--- config.mk ---
export PLATFORM = sky130hd
export DESIGN_NAME = dma_req_arbiter
export DESIGN_NICKNAME = d
export VERILOG_FILES = /design/src/rtl/dma_pkg.sv /design/src/rtl/dma_req_arbiter_rr_pick.sv /design/src/rtl/dma_req_arbiter.sv
export SDC_FILE = /design/constraint.sdc
export NUM_CORES = 1
export LEC_CHECK = 0
export BUFFER_PORTS_ARGS = -buffer_cell sky130_fd_sc_hd__buf_2
export CAP_MARGIN = 20
export CORE_MARGIN = 8
export CORE_UTILIZATION = 43
export CTS_CLUSTER_DIAMETER = 40
export CTS_CLUSTER_SIZE = 8
export DETAILED_ROUTE_END_ITERATION = 10
export HOLD_SLACK_MARGIN = 0.02
export PLACE_DENSITY = 0.87
export SYNTH_ARGS = -nofsm -noshare
export SYNTH_HDL_FRONTEND = slang
export SYNTH_SLANG_ARGS = --single-unit
--- constraint.sdc ---
create_clock -name clk -period 4.6 [get_ports clk]
set_input_delay 1.15 -clock clk [delete_from_list [all_inputs] [get_ports clk]]
set_output_delay 1.15 -clock clk [all_outputs]
set_load 0.03 [all_outputs]
--- src/rtl/dma_pkg.sv ---
// Shared types and defaults for the DMA requester arbiter.
// Holds the arbiter state encoding and the default address/length widths.
package dma_pkg;

  localparam int DMA_ADDR_W = 32;
  localparam int DMA_LEN_W  = 16;

  typedef enum logic [1:0] {
    IDLE      = 2'd0,
    ISSUE     = 2'd1,
    WAIT_DONE = 2'd2,
    ZDONE     = 2'd3
  } arb_state_t;

  // Round-robin successor of idx among n requesters.
  function automatic int next_rr(input int idx, input int n);
    return (idx + 1 >= n) ? 0 : idx + 1;
  endfunction

endpackage

--- src/rtl/dma_req_arbiter_rr_pick.sv ---
// Combinational round-robin picker: first asserted request at or after ptr_i,
// wrapping past NUM_REQ-1 back to 0.
module rr_pick #(
  parameter int NUM_REQ = 4,
  parameter int IDX_W   = $clog2(NUM_REQ)
) (
  input  logic [NUM_REQ-1:0] req_i,
  input  logic [IDX_W-1:0]   ptr_i,
  output logic [NUM_REQ-1:0] grant_o,
  output logic [IDX_W-1:0]   idx_o,
  output logic               any_o
);

  logic [IDX_W:0] cand;

  always_comb begin
    grant_o = '0;
    idx_o   = '0;
    any_o   = 1'b0;
    cand    = '0;
    for (int k = 0; k < NUM_REQ; k++) begin
      cand = (IDX_W+1)'(ptr_i) + (IDX_W+1)'(k);
      if (cand >= (IDX_W+1)'(NUM_REQ)) begin
        cand = cand - (IDX_W+1)'(NUM_REQ);
      end
      if (!any_o && req_i[cand[IDX_W-1:0]]) begin
        any_o   = 1'b1;
        idx_o   = cand[IDX_W-1:0];
        grant_o = NUM_REQ'(1) << cand[IDX_W-1:0];
      end
    end
  end

endmodule

--- src/rtl/dma_req_arbiter.sv ---
// Round-robin arbiter sharing one DMA channel among NUM_REQ requesters:
// accepts one descriptor, issues it, waits for completion, pulses req_done.
module dma_req_arbiter
  import dma_pkg::*;
#(
  parameter int NUM_REQ = 4,
  parameter int ADDR_W  = DMA_ADDR_W,
  parameter int LEN_W   = DMA_LEN_W,
  localparam int IDX_W  = $clog2(NUM_REQ)
) (
  input  logic                      clk,
  input  logic                      rst,
  input  logic [NUM_REQ-1:0]        req_valid,
  input  logic [NUM_REQ*ADDR_W-1:0] req_addr,
  input  logic [NUM_REQ*LEN_W-1:0]  req_len,
  output logic [NUM_REQ-1:0]        req_ready,
  output logic [NUM_REQ-1:0]        req_done,
  output logic                      dma_start,
  output logic [ADDR_W-1:0]         dma_addr,
  output logic [LEN_W-1:0]          dma_len,
  input  logic                      dma_ack,
  input  logic                      dma_done,
  output logic                      busy,
  output logic [IDX_W-1:0]          grant_id
);

  arb_state_t             state_q, state_d;
  logic [IDX_W-1:0]       rr_ptr_q, rr_ptr_d;
  logic [IDX_W-1:0]       grant_id_q, grant_id_d;
  logic [ADDR_W-1:0]      addr_q, addr_d;
  logic [LEN_W-1:0]       len_q, len_d;
  logic [NUM_REQ-1:0]     done_q, done_d;
  logic                   complete;

  logic [ADDR_W-1:0]      addr_arr [NUM_REQ];
  logic [LEN_W-1:0]       len_arr  [NUM_REQ];
  logic [NUM_REQ-1:0]     pick_grant;
  logic [IDX_W-1:0]       pick_idx;
  logic                   pick_any;

  for (genvar gi = 0; gi < NUM_REQ; gi++) begin : g_unpack
    assign addr_arr[gi] = req_addr[gi*ADDR_W +: ADDR_W];
    assign len_arr[gi]  = req_len[gi*LEN_W +: LEN_W];
  end

  rr_pick #(
    .NUM_REQ (NUM_REQ),
    .IDX_W   (IDX_W)
  ) u_rr_pick (
    .req_i   (req_valid),
    .ptr_i   (rr_ptr_q),
    .grant_o (pick_grant),
    .idx_o   (pick_idx),
    .any_o   (pick_any)
  );

  always_comb begin
    state_d    = state_q;
    rr_ptr_d   = rr_ptr_q;
    grant_id_d = grant_id_q;
    addr_d     = addr_q;
    len_d      = len_q;
    done_d     = '0;
    complete   = 1'b0;
    req_ready  = '0;
    dma_start  = 1'b0;

    unique case (state_q)
      IDLE: begin
        // Ready is suppressed under reset so no handshake is ever observed then.
        if (pick_any && !rst) begin
          req_ready  = pick_grant;
          grant_id_d = pick_idx;
          addr_d     = addr_arr[pick_idx];
          len_d      = len_arr[pick_idx];
          state_d    = (len_arr[pick_idx] == '0) ? ZDONE : ISSUE;
        end
      end
      ISSUE: begin
        dma_start = 1'b1;
        if (dma_ack) begin
          state_d  = WAIT_DONE;
          complete = dma_done;
        end
      end
      WAIT_DONE: complete = dma_done;
      ZDONE:     complete = 1'b1;
      default:   state_d  = IDLE;
    endcase

    if (complete) begin
      done_d   = NUM_REQ'(1) << grant_id_q;
      rr_ptr_d = IDX_W'(next_rr(int'(grant_id_q), NUM_REQ));
      state_d  = IDLE;
    end
  end

  always_ff @(posedge clk) begin
    if (rst) begin
      state_q    <= IDLE;
      rr_ptr_q   <= '0;
      grant_id_q <= '0;
      addr_q     <= '0;
      len_q      <= '0;
      done_q     <= '0;
    end else begin
      state_q    <= state_d;
      rr_ptr_q   <= rr_ptr_d;
      grant_id_q <= grant_id_d;
      addr_q     <= addr_d;
      len_q      <= len_d;
      done_q     <= done_d;
    end
  end

  assign req_done = done_q;
  assign dma_addr = addr_q;
  assign dma_len  = len_q;
  assign grant_id = grant_id_q;
  assign busy     = (state_q != IDLE);

endmodule

**Word-level counts from Yosys, hierarchy flattened**

Index checks and enable logic that the tools add are counted.

- $add $sub $neg: 8
- Equality and inequality tests: 5
- Order comparisons: 10
- Bitwise logic cells: 2
- Reductions and logical operators: 16
- Multiplexer cells: 40
- Shift operators: 5

Operators by type and width:

| cell | number |
|---|---|
| $bmux 32 s2 | 1 |
| $mux 32 | 2 |
| $bmux 16 s2 | 1 |
| $mux 16 | 2 |
| $mux 2 | 12 |
| $mux 4 | 6 |
| $shl 1x2->4 const A | 5 |
| $logic_not 16->1 | 1 |
| $ge 3x3->1 const B | 5 |
| $lt 2x3->1 const B | 4 |
| $mux 1 | 10 |
| $bmux 1 s2 | 4 |
| $sub 2x1->2 const B | 4 |
| $add 2x1->3 const B | 2 |
| $add 2x2->3 const B | 2 |
| $eq 2x2->1 const B | 2 |
| $logic_and 1x1->1 | 4 |
| $logic_not 1->1 | 4 |
| $ne 2x2->1 const B | 2 |
| $pmux 2 s2 | 1 |
| $reduce_bool 2->1 | 2 |
| $reduce_or 2->1 | 2 |
| $ge 2x3->1 const B | 1 |
| $not 2->3 | 1 |
| other kinds (6) | 6 |

- Bits in registers: 58
- Word-level logic and storage cells: 92
- Output and inout port bits: 60
- Input bits: 200

**Longest topological paths before layout**

Gate-level depths: netlist of the first run.

- Word-level depth: 22
- Gate-level depth with buffers: 14
- Depth with buffers taken out: 10

**By module**

Synthesis of the first run repeated with hierarchy kept, for this count alone.

- Cell total of the unflattened synthesis: 405
- Area, all modules: 3856.2 um^2

By module, submodules not included:

| module | cells an instance | area each (um^2) | seq. area each (um^2) | times used |
|---|---|---|---|---|
| dma_req_arbiter | 319 | 3243.1 | 1161.1 | 1 |
| rr_pick | 86 | 613.1 | 0.0 | 1 |

**Worst setup path after synthesis of the first run**

No wires, ideal clock.

- Path type: input to output
- From: in req_valid[0]
- To: out req_ready[0]
- Slack: 547 ps
- Stages: 7
- Data required time: 3450 ps
- Arrival time: 2903 ps
- Cell sequence: buf_2 -> or3b_2 -> a2111oi_0 -> or3_1 -> clkbuf_1 -> a221oi_1 -> nor2_1

- Longest elaborated chain between the ends: 15
- Elaborated cells between the ends (all ways): 25
- Classes of those cells: mux: 18; reduce/logical: 7

RTL lines:

| what | RTL line | source |
|---|---|---|
| from (decl) | dma_req_arbiter.sv:13 | `input logic [NUM_REQ-1:0] req_valid,` |
| $bmux 1 s2 | dma_req_arbiter_rr_pick.sv:26 | `if (!any_o && req_i[cand[IDX_W-1:0]]) begin` |
| $mux 1 (not written as such) | dma_req_arbiter_rr_pick.sv:26 |  |
| $mux 1 | dma_req_arbiter_rr_pick.sv:26 |  |
| $logic_not 1->1 | dma_req_arbiter_rr_pick.sv:26 |  |
| $logic_and 1x1->1 | dma_req_arbiter_rr_pick.sv:26 |  |
| $mux 1 | dma_req_arbiter_rr_pick.sv:26 |  |
| $logic_not 1->1 | dma_req_arbiter_rr_pick.sv:26 |  |
| $logic_and 1x1->1 | dma_req_arbiter_rr_pick.sv:26 |  |
| $mux 1 | dma_req_arbiter_rr_pick.sv:26 |  |
| $logic_not 1->1 | dma_req_arbiter_rr_pick.sv:26 |  |
| $logic_and 1x1->1 | dma_req_arbiter_rr_pick.sv:26 |  |
| $mux 1 | dma_req_arbiter_rr_pick.sv:26 |  |
| $logic_and 1x1->1 | dma_req_arbiter.sv:71 | `if (pick_any && !rst) begin` |
| $mux 4 (*) | dma_req_arbiter.sv:71 |  |
| $mux 4 (*) | dma_req_arbiter.sv:68 | `unique case (state_q)` |
| to (decl) | dma_req_arbiter.sv:16 | `output logic [NUM_REQ-1:0] req_ready,` |

Every way passes the cells marked *; elsewhere a longest branch is shown, timed or not. The select of a mux whose other input is x is not followed.

**Final worst setup path of the first run**

- From: reg rr_ptr_q[1]
- To: out req_ready[1]

- Longest elaborated chain between the ends: 17
- Elaborated cells between the ends (all ways): 44
- Classes of those cells: add/sub: 7; order compare: 4; shift: 4; mux: 22; reduce/logical: 7

RTL lines:

| what | RTL line | source |
|---|---|---|
| from (decl) | dma_req_arbiter.sv:28 | `logic [IDX_W-1:0] rr_ptr_q, rr_ptr_d;` |
| from (signal assigned) | dma_req_arbiter.sv:108 | `rr_ptr_q <= rr_ptr_d;` |
| branches (longest 15 deep; another with $add 2x1->3) | - |  |
| $mux 4 (*) | dma_req_arbiter.sv:71 |  |
| $mux 4 (*) | dma_req_arbiter.sv:68 |  |

Every way passes the cells marked *. The select of a mux whose other input is x is not followed.

==> key figures, run 1 <==
Run status
  – Status: complete, no violations

Clock tree
  – Hold_buf cts: 0
  – Setup Buffers After CTS: 0
  – Longest Clk Path Bufs: 2
  – TritonCTS clock tree: done
  – Post-CTS Resized: 0
  – Clk root buf: clkbuf_8
  – Sink Count: 58
  – Num CTS Buffers: 9
  – H-tree levels: 3
  – Worst-path clk slew: 0.08 ns
  – Skew-Pair Late Insertion Delay: 0.33 ns

Floorplan
  – Die width: 113 um
  – Starting Density: 43.8%
  – Count of standard-cell rows: 35
  – Die footprint: 12700 um^2
  – Die H: 113 um
  – Core area: 9150 um^2
  – I/O pin count: 260

Yosys
  – Syn_area_per_cell: 8.00 um^2
  – Simple-gate share of the synthesized area: 24.9%
  – Post-Syn Nets: 710
  – Synth warn: 0
  – Yosys top cell by area: dfxtp_1
  – Synth Instances: 501
  – Main combinational cell family by area after synthesis: compound AO/OA/AOI/OAI gates
  – Yosys cell types: 46
  – Synth top area cells: dfxtp_1, nand2_1, a311o_1, a21oi_1, a211oi_1
  – Multiplexer share of the synthesized area: 11.8%
  – Post-synthesis compound-gate area fraction: 25.7%
  – Mapped Area: 4010 um^2
  – EDFF count, synth: 0
  – Ys async rst share: 0%
  – Synth top area share: 29.0%
  – Register bit total from synthesis: 58
  – Adder-Cell Fraction of Synth Area: 2.81%
  – Post-synthesis sequential area ratio: 29.0%
  – Main flop type after synthesis: dfxtp_1
  – Post-Synth XOR/XNOR Area: 0%

Cells and area
  – Area of the multi-input gates: 2630 um^2
  – Most frequent cells in the layout: buf_2, nand2_1, dfxtp_1, a21oi_1, a211oi_1
  – Core Util, Final: 60.7%
  – Post-Layout Inst Area: 5550 um^2
  – Commonest non-fill, non-tap cell in the layout: buf_2
  – Final nets: 944
  – Layout cells sized above 1: 41.8%
  – Finished Layout Cells: 853
  – Area Growth Syn to Fin: 38.4%
  – Storage cell area: 1160 um^2
  – FILL cells: 797

Critical path
  – Reg2reg path depth: 10
  – Crit end category: output port
  – RR Endpoint: state_q[1]
  – Worst Path Required: 3.45 ns
  – WS Path Type: reg -> out
  – Worst path bufs/invs: 2
  – CP arrival: 3.21 ns
  – CP cell instances: inv_1, ha_1, or3b_2, a2111oi_0, or3_1, a221oi_1, nor2_1, buf_2
  – CP max FO: 10
  – CP max stage delay: 0.56 ns
  – CP delay by family, top: simple AND/OR/NAND/NOR gates
  – Reg-to-reg startpoint: rr_ptr_q[1]
  – CP max stage cell: dfxtp_1
  – Startpoint Class: flip-flop
  – R2R Setup Slk: 0.38 ns

Timing
  – RSZ-0062 raised after global routing: no
  – Layout Skew: 0.0122 ns
  – Final setup viols: 0
  – Worst setup margin: 0.242 ns
  – Max transition margin: 57.7%
  – Worst slew pin tran: 0.635 ns
  – Final Hold Fails: 0
  – Max Transition Viols Final: 0
  – Post-route setup TNS: 0 ns
  – Part of the cycle the worst path needs: 94.7%
  – Final min period: 4.36 ns
  – Fmax: 229 MHz

Global routing
  – Grt ovf: 0
  – Vias in the first global route: 4947
  – Initial antenna violation count: 0
  – Total GRT Usage: 22.9%
  – First-pass GRT wire length: 23.7 mm
  – Largest net degree at the start of global routing: 79

Route
  – Vias: 4799
  – Routed Antenna Nets: 0
  – Drt initial violations: 285
  – DR pass1 iterations: 5
  – Wire per inst: 18.1 um
  – Via-to-Cell Ratio: 5.63
  – WL final: 15.5 mm
  – Residual DRC count: 0

Power and ir drop
  – Pleak: 2.61 nW
  – Maximum vdd drop: 0.000208 V
  – P per Cell Area: 350 nW/um^2

Hold path
  – Worst Hold Endpoint: dma_addr[29]
  – Worst hold start: dma_addr[29]
  – Worst Hold Class: reg -> reg
  – Hold Crit Depth: 2

Run
  – Max-cap violations: 0

Placement
  – Dpl hpwl: 12.2 mm
  – Placement Setup Slack: 0.300 ns
  – PortBufs: 259
  – RePlAce Congestion: 0.930
  – Post-DP Area: 5340 um^2
  – Placed insts: 835
-- per-layer routing --
| metal | track usage (%) | up-vias | wire, um |
|---|---|---|---|
| met2 | 41.7 | 239 | 8020 |
| met3 | 8.91 | 44 | 1370 |
| met5 | 0 | - | 0 |
| li1 | - | 2284 | - |
| met4 | 9.80 | 0 | 439 |
| met1 | 22.7 | 2232 | 5650 |
-- stage by stage --
step           hold slack (ns)  power, W
6_report                 0.453   0.00194
5_1_grt                  0.469   0.00204
4_1_cts                  0.455   0.00195
3_5_place_dp             0.445   0.00146
3_3_place_gp             0.441   0.00143
2_1_floorplan            0.499   0.00119
-- worst max-delay path by stage --
stage          cells after the start  slack [ns]          from           end
6_report                           8        0.24   rr_ptr_q[1]  req_ready[1]
5_1_grt                            8        0.03   rr_ptr_q[1]  req_ready[3]
4_1_cts                            8        0.27   rr_ptr_q[1]  req_ready[2]
3_5_place_dp                       9        0.30  req_valid[2]    state_q[1]
3_3_place_gp                       9        0.46  req_valid[2]    state_q[1]
2_1_floorplan                      7        0.55  req_valid[0]  req_ready[0]
-- final cells by class --
class | count | share of cell area (%)
Antenna cell | 2 | 0.0902
Clock buffer | 11 | 2.73
Clock inverter | 5 | 0.947
Inverter | 3 | 0.203
Multi-Input combinational cell | 392 | 47.4
Sequential cell | 58 | 20.9
Tap cell | 111 | 2.50
Timing Repair Buffer | 271 | 25.2
-- Yosys cell counts (2+ instances only) --
cell type and instances:
mux2_2 2, a311o_1 32, mux4_2 10, nand2_1 135, buf_2 11, inv_1 3, nand2b_1 3, mux4_1 7
buf_6 3, nor2_1 22, o21ai_0 2, dfxtp_1 58, clkbuf_1 32, mux2i_1 4, o21a_1 3, a21o_1 2
a21oi_1 54, a221oi_1 4, a2111oi_0 2, and2_0 2, a211oi_1 33, a22oi_1 4, nand3_1 3, nand3b_1 2
ha_1 9, nor3_1 6, nor2b_1 4, and2_1 30, buf_4 2
-- cells by family after synthesis --
group,count (synthesis)
adders and majority gates,9
DFF,58
muxes,23
buffers and inverters,51
and+or+nand+nor,219
AOI/OAI and AO/OA,141
-- tightest hold or removal path: stages, from the launching register on --
cell and delay, ns:
dfxtp_1 0.31, nand2_1 0.05, a21oi_1 0.05
-- state kept, by name, summed over array words and instances, names as in the netlist --
| name | count |
|---|---|
| rr_ptr_q | 2 |
| state_q | 2 |
| dma_addr | 32 |
| grant_id | 2 |
| dma_len | 16 |
| req_done | 4 |
-- power breakdown --
part           internal (W)  switching, W
logic              0.000329      0.000504
registers          0.000574     0.0000422
clock network      0.000277      0.000215
total               0.00118      0.000761
(Power assumes the default switching activity.)
==> run 2, diff against run 1 <==
--- a/config.mk
+++ b/config.mk
@@ -5,15 +5,16 @@
 export SDC_FILE = /design/constraint.sdc
 export NUM_CORES = 1
 export LEC_CHECK = 0
+export ABC_AREA = 1
 export BUFFER_PORTS_ARGS = -buffer_cell sky130_fd_sc_hd__buf_2
 export CAP_MARGIN = 20
 export CORE_MARGIN = 8
-export CORE_UTILIZATION = 43
+export CORE_UTILIZATION = 45
 export CTS_CLUSTER_DIAMETER = 40
 export CTS_CLUSTER_SIZE = 8
 export DETAILED_ROUTE_END_ITERATION = 10
 export HOLD_SLACK_MARGIN = 0.02
-export PLACE_DENSITY = 0.87
+export PLACE_DENSITY = 0.88
 export SYNTH_ARGS = -nofsm -noshare
 export SYNTH_HDL_FRONTEND = slang
 export SYNTH_SLANG_ARGS = --single-unit
==> run 2 against run 1 <==
Against the previous run:
- clock power fell by 0.8%
- flip-flop and latch count unchanged
- worst hold slack gained 0.043 ns
- sequential power grew 35%
- critical path depth up 4
- via count grew 16%
- maximum frequency up 6.2%
- combinational power grew to 3.7 times the previous value
- sequential share of layout area down 1.3 points
- clock-buffer cell count unchanged
- critical path type unchanged
==> key figures, run 2 <==
Run status
  – Status: complete, no violations

Route
  – Routed Antenna Nets: 0
  – Residual DRC count: 0
  – DR pass1 iterations: 5
  – Via-to-Cell Ratio: 5.25
  – Drt initial violations: 441
  – Vias: 5589
  – WL final: 16.9 mm
  – Wire per inst: 15.8 um

Power and ir drop
  – Clock Power Share: 11.1%
  – Sw Ratio: 56.2%
  – P per Cell Area: 742 nW/um^2
  – Logic gate share of total power: 70.0%
  – Int Power: 0.00192 W
  – Reg power frac: 18.9%
  – Maximum vdd drop: 0.000344 V
  – Pleak: 3.22 nW
  – Net switching power: 0.00247 W

Cells and area
  – Post-Layout Inst Area: 5920 um^2
  – Layout cells sized above 1: 35.3%
  – Commonest non-fill, non-tap cell in the layout: buf_2
  – Most frequent cells in the layout: buf_2, nand2_1, inv_1, nor2_1, o21ai_0
  – Max FFs per register: 32
  – Final nets: 1135
  – FILL cells: 972
  – Finished Layout Cells: 1065
  – Core Util, Final: 61.2%
  – Area Growth Syn to Fin: 33.2%

Floorplan
  – Die footprint: 13300 um^2
  – Core area: 9680 um^2
  – Starting Density: 45.9%
  – Die width: 115 um
  – Count of standard-cell rows: 36
  – I/O pin count: 260
  – Die H: 115 um

Global routing
  – Largest net degree at the start of global routing: 56
  – Vias in the first global route: 5174
  – Initial antenna violation count: 1
  – First-pass GRT wire length: 25.1 mm
  – Grt ovf: 0
  – Total GRT Usage: 23.4%

Critical path
  – CP arrival: 2.95 ns
  – CP cell instances: inv_1, ha_1, inv_1, nand3_1, nand2_2, inv_1, nand3_4, nand2_2, nor2_2, inv_2, a311oi_1, buf_2
  – Startpoint Class: flip-flop
  – RR Endpoint: dma_addr[19]
  – R2R Setup Slk: 0.96 ns
  – Reg-to-reg startpoint: rr_ptr_q[1]
  – Reg2reg path depth: 13
  – Worst path most repeated cell: inv_1
  – CP max stage cell: dfxtp_1
  – CP max stage delay: 0.54 ns
  – WS Path Type: reg -> out
  – Crit end category: output port
  – CP max FO: 30
  – Worst Path Required: 3.45 ns
  – Crit. Startpoint: rr_ptr_q[1]
  – Crit path to: req_ready[1]

Timing
  – Fmax: 244 MHz
  – Post-route setup TNS: 0 ns
  – Layout Skew: 0.0115 ns
  – Final Hold Fails: 0
  – Final min period: 4.10 ns
  – Max Transition Viols Final: 0
  – Max transition margin: 41.5%
  – Final setup viols: 0
  – Part of the cycle the worst path needs: 89.2%
  – Worst slew pin tran: 0.876 ns
  – RSZ-0062 raised after global routing: no

Yosys
  – Main flop type after synthesis: dfxtp_1
  – Multiplexer share of the synthesized area: 0%
  – Synth Instances: 694
  – Synth top area cells: dfxtp_1, nand2_1, o21ai_0, inv_1, nor2_1
  – Mapped Area: 4450 um^2
  – Register bit total from synthesis: 58
  – Synth warn: 0
  – Synth top area share: 26.1%
  – Yosys top cell by area: dfxtp_1
  – Most frequent cells after synthesis: nand2_1, inv_1, nor2_1, o21ai_0, dfxtp_1
  – Ys async rst share: 0%
  – Main combinational cell family by area after synthesis: simple AND/OR/NAND/NOR gates
  – Count leader, synth: nand2_1
  – Post-synthesis compound-gate area fraction: 23.3%
  – Post-Synth XOR/XNOR Area: 0%
  – Adder-Cell Fraction of Synth Area: 2.53%
  – Simple-gate share of the synthesized area: 33.8%
  – Syn_area_per_cell: 6.41 um^2
  – EDFF count, synth: 0
  – Yosys cell types: 36
  – Post-synthesis sequential area ratio: 26.1%
  – Post-Syn Nets: 903

Clock tree
  – Sink Count: 58
  – H-tree levels: 3
  – Hold_buf cts: 0
  – Num CTS Buffers: 9
  – Worst-path clk slew: 0.07 ns
  – Longest Clk Path Bufs: 2
  – Post-CTS Resized: 0
  – Skew-Pair Late Insertion Delay: 0.33 ns
  – TritonCTS clock tree: done
  – Setup Buffers After CTS: 0
  – Clk root buf: clkbuf_8

Placement
  – Post-DP Area: 5700 um^2
  – PortBufs: 259
  – Placed insts: 1047
  – RePlAce Congestion: 0.975
  – Dpl hpwl: 13.0 mm

Run
  – Max-cap violations: 0

Hold path
  – Worst Hold Class: reg -> reg
## run 2: cell types whose count changed in the layout (fill, tap and decap cells not counted), sizes merged, moves of 8 or more
cell    previous run  this run
inv                3        92
o21ai              2        78
nor2              23        82
nand3              3        55
a311o             32         0
and2              32         0
a21oi             54        23
nand4              0        30
a31oi              0        28
a211oi            33        10
mux4              17         0
o21bai             0        13
o221ai             0         8
## run 2: through the flow
step | total power (W) | hold WS [ns] | setup slack, ns
finish | 0.00439 | 0.495 | 0.495
global route | 0.00474 | 0.517 | 0.247
CTS | 0.00439 | 0.493 | 0.490
detailed placement | 0.00389 | 0.473 | 0.715
global placement | 0.00385 | 0.470 | 0.760
floorplan | 0.00320 | 0.478 | 0.507
## run 2: area by class of cell
type	count	area (um^2)	share of cell area (%)
diodes	1	2.50	0.0422
clock buffers	11	151	2.56
clock inverters	5	52.6	0.887
inverters	92	353	5.96
multi-input cells	495	2650	44.7
flip-flops and latches	58	1160	19.6
well taps	133	166	2.81
repair buffers	270	1390	23.4
## run 2: worst max-delay path: cells and delay by family, from the launching register on
family | cells | cell delay [ns]
adder cells (fa/ha/maj) | 1 | 0.40
buffers and inverters | 5 | 0.78
flip-flops | 1 | 0.54
AND/OR/NAND/NOR | 5 | 0.73
AO/OA/AOI/OAI | 1 | 0.18
## run 2: cells by family (layout without fill, tap and decap cells)
group / Yosys count / in the layout
other: 0 / 1
buffers and inverters: 141 / 378
DFF: 58 / 58
adders and majority gates: 9 / 9
AOI/OAI and AO/OA: 174 / 174
and+or+nand+nor: 312 / 312
## run 2: power groups by stage
stage	registers (W)	clock network, W	logic (W)
3_5_place_dp	0.000834	0	0.00305
2_1_floorplan	0.00122	0	0.00198
5_1_grt	0.000856	0.000523	0.00336
3_3_place_gp	0.000831	0	0.00302
6_report	0.000832	0.000488	0.00307
4_1_cts	0.000828	0.000498	0.00306
## run 2: how the worst min path moves through the flow
stage / slack, ns / end / startpoint / depth (start not counted)
final: 0.50 / dma_addr[29] / dma_addr[29] / 2
after global routing: 0.52 / dma_addr[29] / dma_addr[29] / 2
after CTS: 0.49 / dma_addr[29] / dma_addr[29] / 2
after detailed placement: 0.47 / dma_addr[26] / dma_addr[26] / 2
after global placement: 0.47 / dma_addr[24] / dma_addr[24] / 2
after floorplan: 0.48 / state_q[0] / state_q[0] / 2
## run 2: layer usage
layer  global-route usage, %  up-vias  part of all wire (%)
li1                        -     2780                     -
met1                    28.5     2480                    41
met2                    39.4      303                    48
met3                    5.51       26                   9.2
met4                    7.88        0                   1.6
met5                       0        -                     0
